`config.mk`:
```
export PLATFORM = sky130hd
export DESIGN_NAME = text_console_writer
export DESIGN_NICKNAME = d
export VERILOG_FILES = /design/src/rtl/text_console_writer.sv
export SDC_FILE = /design/constraint.sdc
export NUM_CORES = 1
export LEC_CHECK = 0
export BUFFER_PORTS_ARGS = -buffer_cell sky130_fd_sc_hd__buf_2
export CAP_MARGIN = 10
export CORE_MARGIN = 1
export CORE_UTILIZATION = 40
export CTS_BUF_LIST = sky130_fd_sc_hd__clkbuf_16
export DETAILED_ROUTE_END_ITERATION = 16
export PLACE_DENSITY = 0.65
export SLEW_MARGIN = 20
export SYNTH_ARGS = -nofsm -noshare
export SYNTH_HDL_FRONTEND = slang
export SYNTH_SLANG_ARGS = --single-unit
```
`constraint.sdc`:
```
create_clock -name clk_hdmi_in -period 2.4 [get_ports clk_hdmi_in]
set_input_delay 0.12 -clock clk_hdmi_in [delete_from_list [all_inputs] [get_ports clk_hdmi_in]]
set_output_delay 0.12 -clock clk_hdmi_in [all_outputs]
set_load 0.1 [all_outputs]
```
`src/rtl/text_console_writer.sv`:
```
// Byte-stream text console: renders characters into the 160x45 text-mode BRAM,
// tracks the cursor, and scrolls/clears the screen by word-wise copy and fill.
module text_console_writer #(
  parameter int unsigned COLS         = 160,
  parameter int unsigned ROWS         = 45,
  parameter int unsigned READ_LATENCY = 2
) (
  input  logic        clk_hdmi_in,
  input  logic        rst_in,
  input  logic [7:0]  char_in,
  input  logic [7:0]  attr_in,
  input  logic        char_valid_in,
  output logic        char_ready_out,
  output logic [7:0]  cursor_col_out,
  output logic [5:0]  cursor_row_out,
  output logic        busy_out,
  output logic [31:0] mem_addr_out,
  output logic [31:0] mem_data_out,
  output logic [3:0]  mem_write_enable_out,
  input  logic [31:0] mem_data_in
);

  localparam int unsigned WORDS_PER_ROW = COLS / 2;
  localparam logic [11:0] ROW_WORDS  = 12'(WORDS_PER_ROW);
  localparam logic [11:0] LAST_WORD  = 12'(ROWS * WORDS_PER_ROW - 1);
  localparam logic [11:0] BLANK_BASE = 12'((ROWS - 1) * WORDS_PER_ROW);
  localparam logic [7:0]  LAST_COL   = 8'(COLS - 1);
  localparam logic [5:0]  LAST_ROW   = 6'(ROWS - 1);
  localparam logic [7:0]  LAST_WAIT  = 8'(READ_LATENCY - 1);

  typedef enum logic [2:0] {
    IDLE, CELL, SCROLL_RD, SCROLL_WAIT, SCROLL_WR, FILL
  } state_t;

  state_t      state_q, state_d;
  logic [7:0]  char_q, attr_q;
  logic [7:0]  col;
  logic [5:0]  row;
  logic [11:0] ptr;
  logic [7:0]  wait_cnt;
  logic [31:0] data_q;
  logic        clear_q;
  logic [11:0] addr;

  logic        printable, is_lf, is_cr, is_bs, is_ff, need_scroll;
  logic [11:0] cell_word;

  assign printable   = (char_q >= 8'h20) && (char_q != 8'h7F);
  assign is_lf       = (char_q == 8'h0A);
  assign is_cr       = (char_q == 8'h0D);
  assign is_bs       = (char_q == 8'h08);
  assign is_ff       = (char_q == 8'h0C);
  assign cell_word   = 12'(row) * ROW_WORDS + 12'(col[7:1]);
  // A wrap off the last column of the last row scrolls exactly like LF there.
  assign need_scroll = (row == LAST_ROW) && (is_lf || (printable && col == LAST_COL));

  assign cursor_col_out = col;
  assign cursor_row_out = row;
  assign mem_addr_out   = {20'b0, addr};

  always_ff @(posedge clk_hdmi_in or posedge rst_in) begin
    if (rst_in) state_q <= IDLE;
    else        state_q <= state_d;
  end

  always_comb begin
    state_d              = state_q;
    char_ready_out       = 1'b0;
    busy_out             = 1'b0;
    addr                 = '0;
    mem_data_out         = '0;
    mem_write_enable_out = '0;
    case (state_q)
      IDLE: begin
        char_ready_out = !rst_in;
        if (char_valid_in) state_d = CELL;
      end
      CELL: begin
        if (printable) begin
          addr                 = cell_word;
          mem_data_out         = {attr_q, char_q, attr_q, char_q};
          mem_write_enable_out = col[0] ? 4'b1100 : 4'b0011;
        end
        if (need_scroll) state_d = SCROLL_RD;
        else if (is_ff)  state_d = FILL;
        else             state_d = IDLE;
      end
      SCROLL_RD: begin
        busy_out = 1'b1;
        addr     = ptr;
        state_d  = SCROLL_WAIT;
      end
      SCROLL_WAIT: begin
        busy_out = 1'b1;
        addr     = ptr;
        if (wait_cnt == LAST_WAIT) state_d = SCROLL_WR;
      end
      SCROLL_WR: begin
        busy_out             = 1'b1;
        addr                 = ptr - ROW_WORDS;
        mem_data_out         = data_q;
        mem_write_enable_out = 4'hF;
        state_d              = (ptr == LAST_WORD) ? FILL : SCROLL_RD;
      end
      FILL: begin
        busy_out             = 1'b1;
        addr                 = ptr;
        mem_write_enable_out = 4'hF;
        if (ptr == LAST_WORD) state_d = IDLE;
      end
      default: state_d = IDLE;
    endcase
  end

  always_ff @(posedge clk_hdmi_in or posedge rst_in) begin
    if (rst_in) begin
      char_q   <= '0;
      attr_q   <= '0;
      col      <= '0;
      row      <= '0;
      ptr      <= '0;
      wait_cnt <= '0;
      data_q   <= '0;
      clear_q  <= 1'b0;
    end else begin
      case (state_q)
        IDLE: begin
          if (char_valid_in) begin
            char_q <= char_in;
            attr_q <= attr_in;
          end
        end
        CELL: begin
          if (printable || is_lf) begin
            if (is_lf || col == LAST_COL) begin
              col <= '0;
              if (row != LAST_ROW) row <= row + 6'd1;
            end else begin
              col <= col + 8'd1;
            end
          end else if (is_cr) begin
            col <= '0;
          end else if (is_bs && col != 8'd0) begin
            col <= col - 8'd1;
          end
          // ptr seeds either the scroll source (row 1) or the full-screen clear.
          if (is_ff && !need_scroll) begin
            ptr     <= '0;
            clear_q <= 1'b1;
          end else begin
            ptr     <= ROW_WORDS;
            clear_q <= 1'b0;
          end
          wait_cnt <= '0;
        end
        SCROLL_WAIT: begin
          if (wait_cnt == LAST_WAIT) begin
            data_q   <= mem_data_in;
            wait_cnt <= '0;
          end else begin
            wait_cnt <= wait_cnt + 8'd1;
          end
        end
        SCROLL_WR: ptr <= (ptr == LAST_WORD) ? BLANK_BASE : ptr + 12'd1;
        FILL: begin
          ptr <= ptr + 12'd1;
          if (ptr == LAST_WORD && clear_q) begin
            col <= '0;
            row <= '0;
          end
        end
        default: ;
      endcase
    end
  end

endmodule

```
==> results of run 1 <==
==> through the flow <==
stage	cell area (um2)	setup slack [ps]	hold slack [ps]	instances	utilization, %
global route	8220	-408	-0.169	882	64.1
CTS	7780	-343	0.221	872	60.7
finish	8220	-314	7.88	882	64.1
floorplan	5700	-573	237	560	-
global placement	7300	9.36	217	848	57.0
detailed placement	7300	-73.1	228	848	57.0
==> routing by layer <==
| metal | up-vias | routed length, um | global-route usage (%) |
|---|---|---|---|
| met3 | 19 | 1220 | 6.88 |
| met4 | 0 | 298 | 7.85 |
| met2 | 192 | 7930 | 37.1 |
| li1 | 2285 | - | - |
| met1 | 2427 | 6500 | 26.7 |
| met5 | - | 0 | 0 |
==> cell type report <==
| class | instances | share of cell area [%] |
|---|---|---|
| Inverter | 13 | 0.609 |
| Clock buffer | 9 | 2.74 |
| Multi-Input combinational cell | 413 | 43.5 |
| Tap cell | 172 | 2.62 |
| Sequential cell | 86 | 26.4 |
| Clock inverter | 7 | 0.974 |
| Timing Repair Buffer | 182 | 23.2 |
==> path summary, 6_finish.rpt <==
check	start	end	slack (ps)	cells after the start
min reg2reg	wait_cnt[7]$_DFFE_PP0P_	wait_cnt[7]$_DFFE_PP0P_	490	1
min in group asynchronous	rst_in	ptr[6]$_DFFE_PP0P_	400	3
min	mem_data_in[5]	data_q[5]$_DFFE_PP0P_	8	2
max in group asynchronous	rst_in	data_q[9]$_DFFE_PP0P_	1340	4
max	cursor_row_out[3]$_DFFE_PP0P_	mem_addr_out[11]	-310	9
max reg2reg	char_q[4]$_DFFE_PP0P_	cursor_row_out[5]$_DFFE_PP0P_	0	6
==> logic make-up after synthesis <==
group / count (synthesis)
muxes: 52
buffers and inverters: 61
AOI/OAI and AO/OA: 146
other: 1
and+or+nand+nor: 152
xor gates and xnor gates: 19
adders and majority gates: 24
DFF: 86
==> flip-flops by register name, indices dropped and copies added (netlist names) <==
name and cells:
wait_cnt 8, data_q 32, cursor_row_out 6, cursor_col_out 8, attr_q 8, clear_q 1, ptr 12, state_q 3
char_q 8
==> worst max-delay path: stages, from the launching register on <==
cell,delay [ps]
dfrtp_2,430
ha_4,250
ha_4,160
fa_2,350
a21o_1,180
a21oi_2,160
xor2_2,200
xnor2_2,110
o221ai_4,200
buf_12,200
==> what timing repair did <==
| action | CTS | global route |
|---|---|---|
| endpoints found under the setup margin | 15 | 48 |
| cloned | 0 | 3 |
| hold buffers | 7 | 0 |
| buffers inserted | 1 | 7 |
| endpoints found under the hold margin | 35 | 0 |
| pin swaps | 11 | 37 |
| gates resized for setup | 18 | 55 |
==> placed cells by master (no fill, tap or decap), types with 7 or more instances in the layout <==
cell / Yosys / routed
a22o_4: 0 / 31
buf_12: 0 / 49
dfrtp_1: 86 / 70
buf_4: 22 / 50
o21ai_0: 37 / 29
nor2_1: 33 / 29
ha_1: 22 / 16
xor2_1: 12 / 9
nand2_1: 34 / 33
dlygate4sd3_1: 0 / 7
dfrtp_2: 0 / 16
clkbuf_16: 0 / 11
buf_2: 0 / 66
nor3_1: 7 / 7
conb_1: 1 / 20
and3_1: 8 / 7
inv_1: 13 / 12
nor2b_1: 7 / 7
a21oi_1: 27 / 20
nand4_1: 10 / 10
mux2_2: 48 / 48
nand3_1: 14 / 13
==> impl_metrics.json, run 1 <==
{
  "status": "finished, violations left",
  "violations": "setup timing",
  "multi_input_area_mm2": 0.00358,
  "slew_headroom_pct": 60.1,
  "die_h_um": 118,
  "setup_violations": 20,
  "clk_path_buf_depth": 2,
  "yosys.area.top_type_share_pct": 40.1,
  "fin_ws_ps": -314,
  "worstPathArrival_ps": 2590,
  "root_buffer": "clkbuf_16",
  "synthArstFlopShare_pct": 100,
  "synth-seq-cells": 86,
  "dp_hpwl_um": 11200,
  "core_mm2": 0.0128,
  "antenna_found_initial": 0,
  "gp_congestion": 0.934,
  "critPathCaptureType": "primary output",
  "synth_xor_xnor_area_share_pct": 3.10,
  "synthMuxAreaShare_pct": 10.8,
  "start_util_pct": 41.8,
  "synth_top_flop_cell": "dfrtp_1",
  "vias_per_cell": 5.58,
  "num-nets-final": 780,
  "grt_usage_pct": 22.2,
  "dieArea_mm2": 0.0139,
  "yosys-top-cells-count": "dfrtp_1, mux2_2, o21ai_0",
  "synthSimpleGateAreaFrac_pct": 15.1,
  "post_drt_wl_per_cell_um": 18.1,
  "clock_latency_ps": 340,
  "drtAntennaViolNets": 0,
  "cts_buffers": 9,
  "synth_top_area_cell": "dfrtp_1",
  "skew_ps": 6.87,
  "synth_most_common_cell": "dfrtp_1",
  "hold_viol": 0,
  "die_width_um": 118,
  "path_class": "reg2out",
  "htree_num_levels": 3,
  "synth_top_family_by_area": "compound AO/OA/AOI/OAI gates",
  "hp-class": "in2reg",
  "syn_inst": 541,
  "cp_max_fo": 2,
  "synth_fa_ha_area_share_pct": 5.88,
  "synth.cell_area_mm2": 0.00537,
  "finalCriticalPeriod_ps": 2710,
  "layout-drive-gt1-share_pct": 47.9,
  "seq_area_mm2": 0.00217,
  "antenna_cells": 0,
  "grt_overflow": 0,
  "max_cap_violations": 0,
  "dr.pass1.iters": 5,
  "fin_crit_sh_pct": 113,
  "io_buffers": 114,
  "vias": 4923,
  "remaining_drc_errors": 0,
  "cts_tree": "done",
  "rsz0062_at_grt": "true",
  "ios": 135,
  "worstSetupStartpointType": "register",
  "grt_max_degree": 39,
  "grt_pass1_vias": 4859,
  "avgSynthCellArea_um2": 9.92,
  "slew_viol_final": 0,
  "n_fill_cell": 974,
  "syn2layout_area_growth_pct": 53.3,
  "ys_seq_area_share_pct": 40.1,
  "numClockSinks": 86,
  "synth_compound_area_share_pct": 19.0,
  "worstMarginPinSlew_ps": 597,
  "required_ps": 2280,
  "grt_first_pass_wirelength_um": 24700,
  "fp-row-count": 41,
  "path_clk_slew_ps": 70,
  "setup_tns_ps": -2570,
  "synthTopCellsByArea": "dfrtp_1, mux2_2, a22o_1, ha_1, o21ai_0",
  "synth.distinct_cells": 59,
  "synth_edf_count": 0,
  "routed_wl_um": 15900,
  "first_iter_violations": 302,
  "yosysWarnings": 0,
  "fmax_mhz": 368
}
Power of run 1 is left out: the tool's default activity adds up to more than one toggle a clock period on the data nets, which glitch-free logic cannot reach.
==> run 2, diff against run 1 <==
==> constraint.sdc (replaced) <==
create_clock -name clk_hdmi_in -period 2.4 [get_ports clk_hdmi_in]
set_input_delay 0.48 -clock clk_hdmi_in [delete_from_list [all_inputs] [get_ports clk_hdmi_in]]
set_output_delay 0.48 -clock clk_hdmi_in [all_outputs]
set_load 0.1 [all_outputs]
==> run 2 against run 1 <==
The flow still finishes with violations (setup timing). Non-clock buffer count grew 28. Fmax shrank 13%. Routed wire length grew 9.2%. Clock skew grew 0.85 ps. Final cell count grew 3.4%. Via count grew 3.1%. Sequential share of layout area shrank 1.7 points. Clock-buffer cell count is the same. Global-route usage grew 3.6 points. Utilization grew 4.5 points. Design area grew 7.0%. Flip-flop and latch count is the same. Critical endpoint unchanged. Highest routed layer unchanged.
==> impl_metrics.json, run 2 (same netlist as run 1, synthesis figures left out) <==
{
  "critPathSlowestCell": "dfrtp_2",
  "largestRegisters": "data_q: 32 flops, ptr: 12 flops",
  "cts_tree": "done",
  "fin_crit_sh_pct": 130,
  "regMostFlops": "data_q",
  "grt_overflow": 0,
  "vias": 5076,
  "worstSetupStartpointType": "register",
  "path_clk_slew_ps": 60,
  "routed_wl_um": 17400,
  "r2r_slack_ps": -30,
  "num-nets-final": 810,
  "drtAntennaViolNets": 0,
  "n_fill_cell": 946,
  "worstSetupStartpoint": "cursor_row_out[1]$_DFFE_PP0P_",
  "path_class": "reg2out",
  "fp-row-count": 41,
  "layout-drive-gt1-share_pct": 53.0,
  "grt_usage_pct": 25.8,
  "hp-class": "in2async",
  "die_width_um": 118,
  "start_util_pct": 41.8,
  "slew_headroom_pct": 61.1,
  "core_mm2": 0.0128,
  "io_buffers": 114,
  "ios": 135,
  "required_ps": 1920,
  "final_cell_count_no_fill": 912,
  "largest_reg_flops": 32,
  "timing.rr.start": "char_q[4]$_DFFE_PP0P_",
  "setup_tns_ps": -15490,
  "rsz0062_at_grt": "true",
  "antenna_cells": 0,
  "grt_max_degree": 33,
  "reg2regPathDepth": 7,
  "grt_pass1_vias": 5351,
  "design_area_mm2": 0.00880,
  "path_common_cell": "ha_4",
  "final_common_cell": "dfrtp_1",
  "status": "finished, violations left",
  "max_cap_violations": 0,
  "numClockSinks": 86,
  "dp_hpwl_um": 12100,
  "path_cells": "ha_4, ha_4, fa_2, a21o_1, a21oi_2, xor2_1, xnor2_2, o221ai_4, buf_12",
  "crit_path_max_incr_delay_ps": 420,
  "vias_per_cell": 5.57,
  "skew_ps": 7.72,
  "worstPathArrival_ps": 2650,
  "fin_ws_ps": -732,
  "remaining_drc_errors": 0,
  "root_buffer": "clkbuf_16",
  "first_iter_violations": 314,
  "dr.pass1.iters": 4,
  "htree_num_levels": 3,
  "fmax_mhz": 319,
  "post_drt_wl_per_cell_um": 19.1,
  "worstMarginPinSlew_ps": 582,
  "multi_input_area_mm2": 0.00377,
  "endpoint": "mem_addr_out[11]",
  "dpl_cell_area_mm2": 0.00796,
  "grt_first_pass_wirelength_um": 28200,
  "cts_buffers": 9,
  "dp.cells": 871,
  "finalCriticalPeriod_ps": 3130,
  "cp_max_fo": 2,
  "ctsHoldBuffers": 0,
  "mostFrequentLayoutCells": "dfrtp_1, buf_2, buf_4",
  "utilization_pct": 68.6,
  "slew_viol_final": 0,
  "critPathCaptureType": "primary output",
  "dieArea_mm2": 0.0139,
  "seq_area_mm2": 0.00217,
  "clk_path_buf_depth": 2,
  "clock_latency_ps": 350,
  "antenna_found_initial": 0,
  "violations": "setup timing",
  "die_h_um": 118,
  "hold_viol": 0,
  "gp_congestion": 0.893,
  "rr_endpoint": "cursor_row_out[5]$_DFFE_PP0P_",
  "setup_violations": 48,
  "syn2layout_area_growth_pct": 64.1
}
==> run 2: cell count changes in the layout (fill, tap and decap cells not counted), sizes merged <==
cell,previous run,this run
buf,173,206
bufbuf,0,1
bufinv,1,2
clkbuf,11,12
clkinv,3,4
clkinvlp,0,1
dlygate4sd3,7,0
inv,16,13
nor2,33,34
or3,6,7
==> run 2: how the worst min path moves through the flow <==
stage	start	end	slack, ps	cells after the start
2_1_floorplan	wait_cnt[7]$_DFFE_PP0P_	wait_cnt[7]$_DFFE_PP0P_	450	1
6_report	rst_in	attr_q[6]$_DFFE_PP0P_	220	2
4_1_cts	rst_in	wait_cnt[2]$_DFFE_PP0P_	220	2
3_5_place_dp	wait_cnt[7]$_DFFE_PP0P_	wait_cnt[7]$_DFFE_PP0P_	490	1
3_3_place_gp	wait_cnt[7]$_DFFE_PP0P_	wait_cnt[7]$_DFFE_PP0P_	470	1
5_1_grt	rst_in	wait_cnt[5]$_DFFE_PP0P_	260	2
==> run 2: stage by stage <==
step           hold slack [ps]  setup slack, ps
2_1_floorplan              447             -929
3_3_place_gp               471             -369
3_5_place_dp               487             -463
4_1_cts                    218             -721
5_1_grt                    262             -825
6_report                   215             -732
==> run 2: repair_timing <==
action | in CTS | in global routing
cloned | 4 | 2
gates resized for setup | 31 | 23
setup endpoints to repair | 48 | 59
buffers inserted | 11 | 8
pin swaps | 35 | 17
hold endpoints to repair | 0 | 0
==> run 2: area by class of cell <==
class,count,share of cell area (%)
multi-input combinational,415,42.9
timing repair buffer,210,25.9
sequential,86,24.7
clock buffer,9,2.56
tap,172,2.44
clock inverter,7,0.995
inverter,13,0.597
==> run 2: critical path, delay by kind of cell (launching register included) <==
family | cells | cell delay (ps)
AO/OA/AOI/OAI | 3 | 550
XOR/XNOR | 2 | 360
adder cells (fa/ha/maj) | 3 | 770
buffers and inverters | 1 | 200
flip-flops | 1 | 420
==> run 2: routing by layer <==
layer | track usage (%) | vias up | part of all wire (%)
met3 | 6.98 | 30 | 6.6
met5 | 0 | - | 0
met4 | 11.3 | 0 | 2.8
met1 | 29.8 | 2530 | 40
met2 | 44.5 | 151 | 50
li1 | - | 2365 | -
Power of run 2 is left out for the same reason.
==> run 3, diff against run 2 <==
--- a/config.mk
+++ b/config.mk
@@ -7,6 +7,7 @@
 export LEC_CHECK = 0
 export BUFFER_PORTS_ARGS = -buffer_cell sky130_fd_sc_hd__buf_2
 export CAP_MARGIN = 10
+export CORE_ASPECT_RATIO = 0.7
 export CORE_MARGIN = 1
 export CORE_UTILIZATION = 40
 export CTS_BUF_LIST = sky130_fd_sc_hd__clkbuf_16
==> run 3 against run 2 <==
The run still ends with setup timing left. Critical endpoint unchanged. Largest cell class unchanged. Via count is 4.7% higher. Global-route usage rose by 0.088 points. Register-to-register slack got worse by 210 ps. Worst setup slack better by 46 ps. Design area is 2.1% higher.
==> impl_metrics.json, run 3 (same netlist as run 1, synthesis figures left out) <==
{
  "status": "finished, violations left",
  "violations": "setup timing",
  "die_width_um": 140,
  "grt_overflow": 0,
  "slew_headroom_pct": 45.5,
  "hp-class": "in2async",
  "skew_ps": 6.20,
  "grt_usage_pct": 25.8,
  "ctsHoldBuffers": 0,
  "dp.cells": 863,
  "remaining_drc_errors": 0,
  "fmax_mhz": 324,
  "rsz0062_at_grt": "true",
  "max_cap_violations": 0,
  "cp_max_fo": 2,
  "clock_latency_ps": 340,
  "root_buffer": "clkbuf_16",
  "cts_buffers": 9,
  "drtAntennaViolNets": 0,
  "routedLengthMet1_um": 8190,
  "vias_per_cell": 5.83,
  "finalCriticalPeriod_ps": 3090,
  "core_mm2": 0.0128,
  "design_area_mm2": 0.00899,
  "worstSetupStartpoint": "cursor_row_out[1]$_DFFE_PP0P_",
  "wl_met2_um": 9260,
  "mostFrequentLayoutCells": "buf_4, dfrtp_1, buf_2",
  "routed.top_layer": "met4",
  "largestRegisters": "data_q: 32 flops, ptr: 12 flops",
  "final_common_cell": "buf_4",
  "final_cell_count_no_fill": 911,
  "fp-row-count": 34,
  "io_buffers": 114,
  "routed_wl_um": 18900,
  "numClockSinks": 86,
  "largest_reg_flops": 32,
  "path_class": "reg2out",
  "cts_tree": "done",
  "setup_tns_ps": -20360,
  "regMostFlops": "data_q",
  "clk_path_buf_depth": 2,
  "slew_viol_final": 0,
  "antenna_found_initial": 0,
  "dpl_cell_area_mm2": 0.00795,
  "vias": 5313,
  "num-nets-final": 819,
  "wl_met3_um": 1120,
  "layout-drive-gt1-share_pct": 55.6,
  "grt_first_pass_wirelength_um": 27800,
  "grt_max_degree": 33,
  "dr.pass1.iters": 7,
  "worstMarginPinSlew_ps": 815,
  "fin_ws_ps": -686,
  "dp_hpwl_um": 12800,
  "critPathCaptureType": "primary output",
  "hold_viol": 0,
  "gp_congestion": 0.900,
  "setup_violations": 62,
  "syn2layout_area_growth_pct": 67.5,
  "grt_pass1_vias": 5238,
  "start_util_pct": 42.0,
  "timing.rr.start": "char_q[5]$_DFFE_PP0P_",
  "die_h_um": 98.9,
  "hold_slack_ps": 306,
  "htree_num_levels": 3,
  "worstSetupStartpointType": "register",
  "post_drt_wl_per_cell_um": 20.8,
  "dieArea_mm2": 0.0139,
  "path_clk_slew_ps": 60,
  "worstPathArrival_ps": 2610,
  "first_iter_violations": 535,
  "required_ps": 1920,
  "fin_crit_sh_pct": 129,
  "ios": 135
}
## run 3: cell type report
type	instances	area, um2
Fill cell	835	3770
Tap cell	162	203
Inverter	13	52.6
Sequential cell	86	2170
Clock buffer	9	225
Timing Repair Buffer	220	2360
Antenna cell	1	2.50
Multi-Input combinational cell	414	3860
Clock inverter	6	111
## run 3: repair_timing
item,CTS,global route
setup buffers,16,12
cloned,4,1
pin swaps,37,24
endpoints found under the setup margin,48,62
hold endpoints to repair,0,0
gates resized for setup,28,53
## run 3: critical path: stages, from the launching register on
cell	delay (ps)
dfrtp_2	430
ha_4	250
ha_4	160
fa_2	560
nand2_2	80
nor2_4	100
nand3_2	100
xnor2_2	170
o221ai_4	210
buf_12	200
## run 3: metal layers
layer	vias to the layer above	GRT usage [%]
met2	253	43.6
met3	45	4.13
met4	0	5.58
met1	2643	35.1
met5	-	0
li1	2372	-
## run 3: through the flow
step           setup WS [ps]  util [%]
2_1_floorplan           -929         -
3_3_place_gp            -387      62.3
3_5_place_dp            -432      62.3
4_1_cts                 -703      67.9
5_1_grt                 -753      70.4
6_report                -686      70.4
## run 3: final timing paths
check	end	slack, ps	cells after the start
hold / removal	wait_cnt[1]$_DFFE_PP0P_	310	2
min in group clk_hdmi_in	data_q[10]$_DFFE_PP0P_	360	2
max in group asynchronous	char_q[5]$_DFFE_PP0P_	1490	3
setup reg to reg	cursor_row_out[4]$_DFFE_PP0P_	-240	8
hold reg to reg	wait_cnt[7]$_DFFE_PP0P_	490	1
setup / recovery	mem_addr_out[11]	-690	9
Power of run 3 is left out for the same reason.
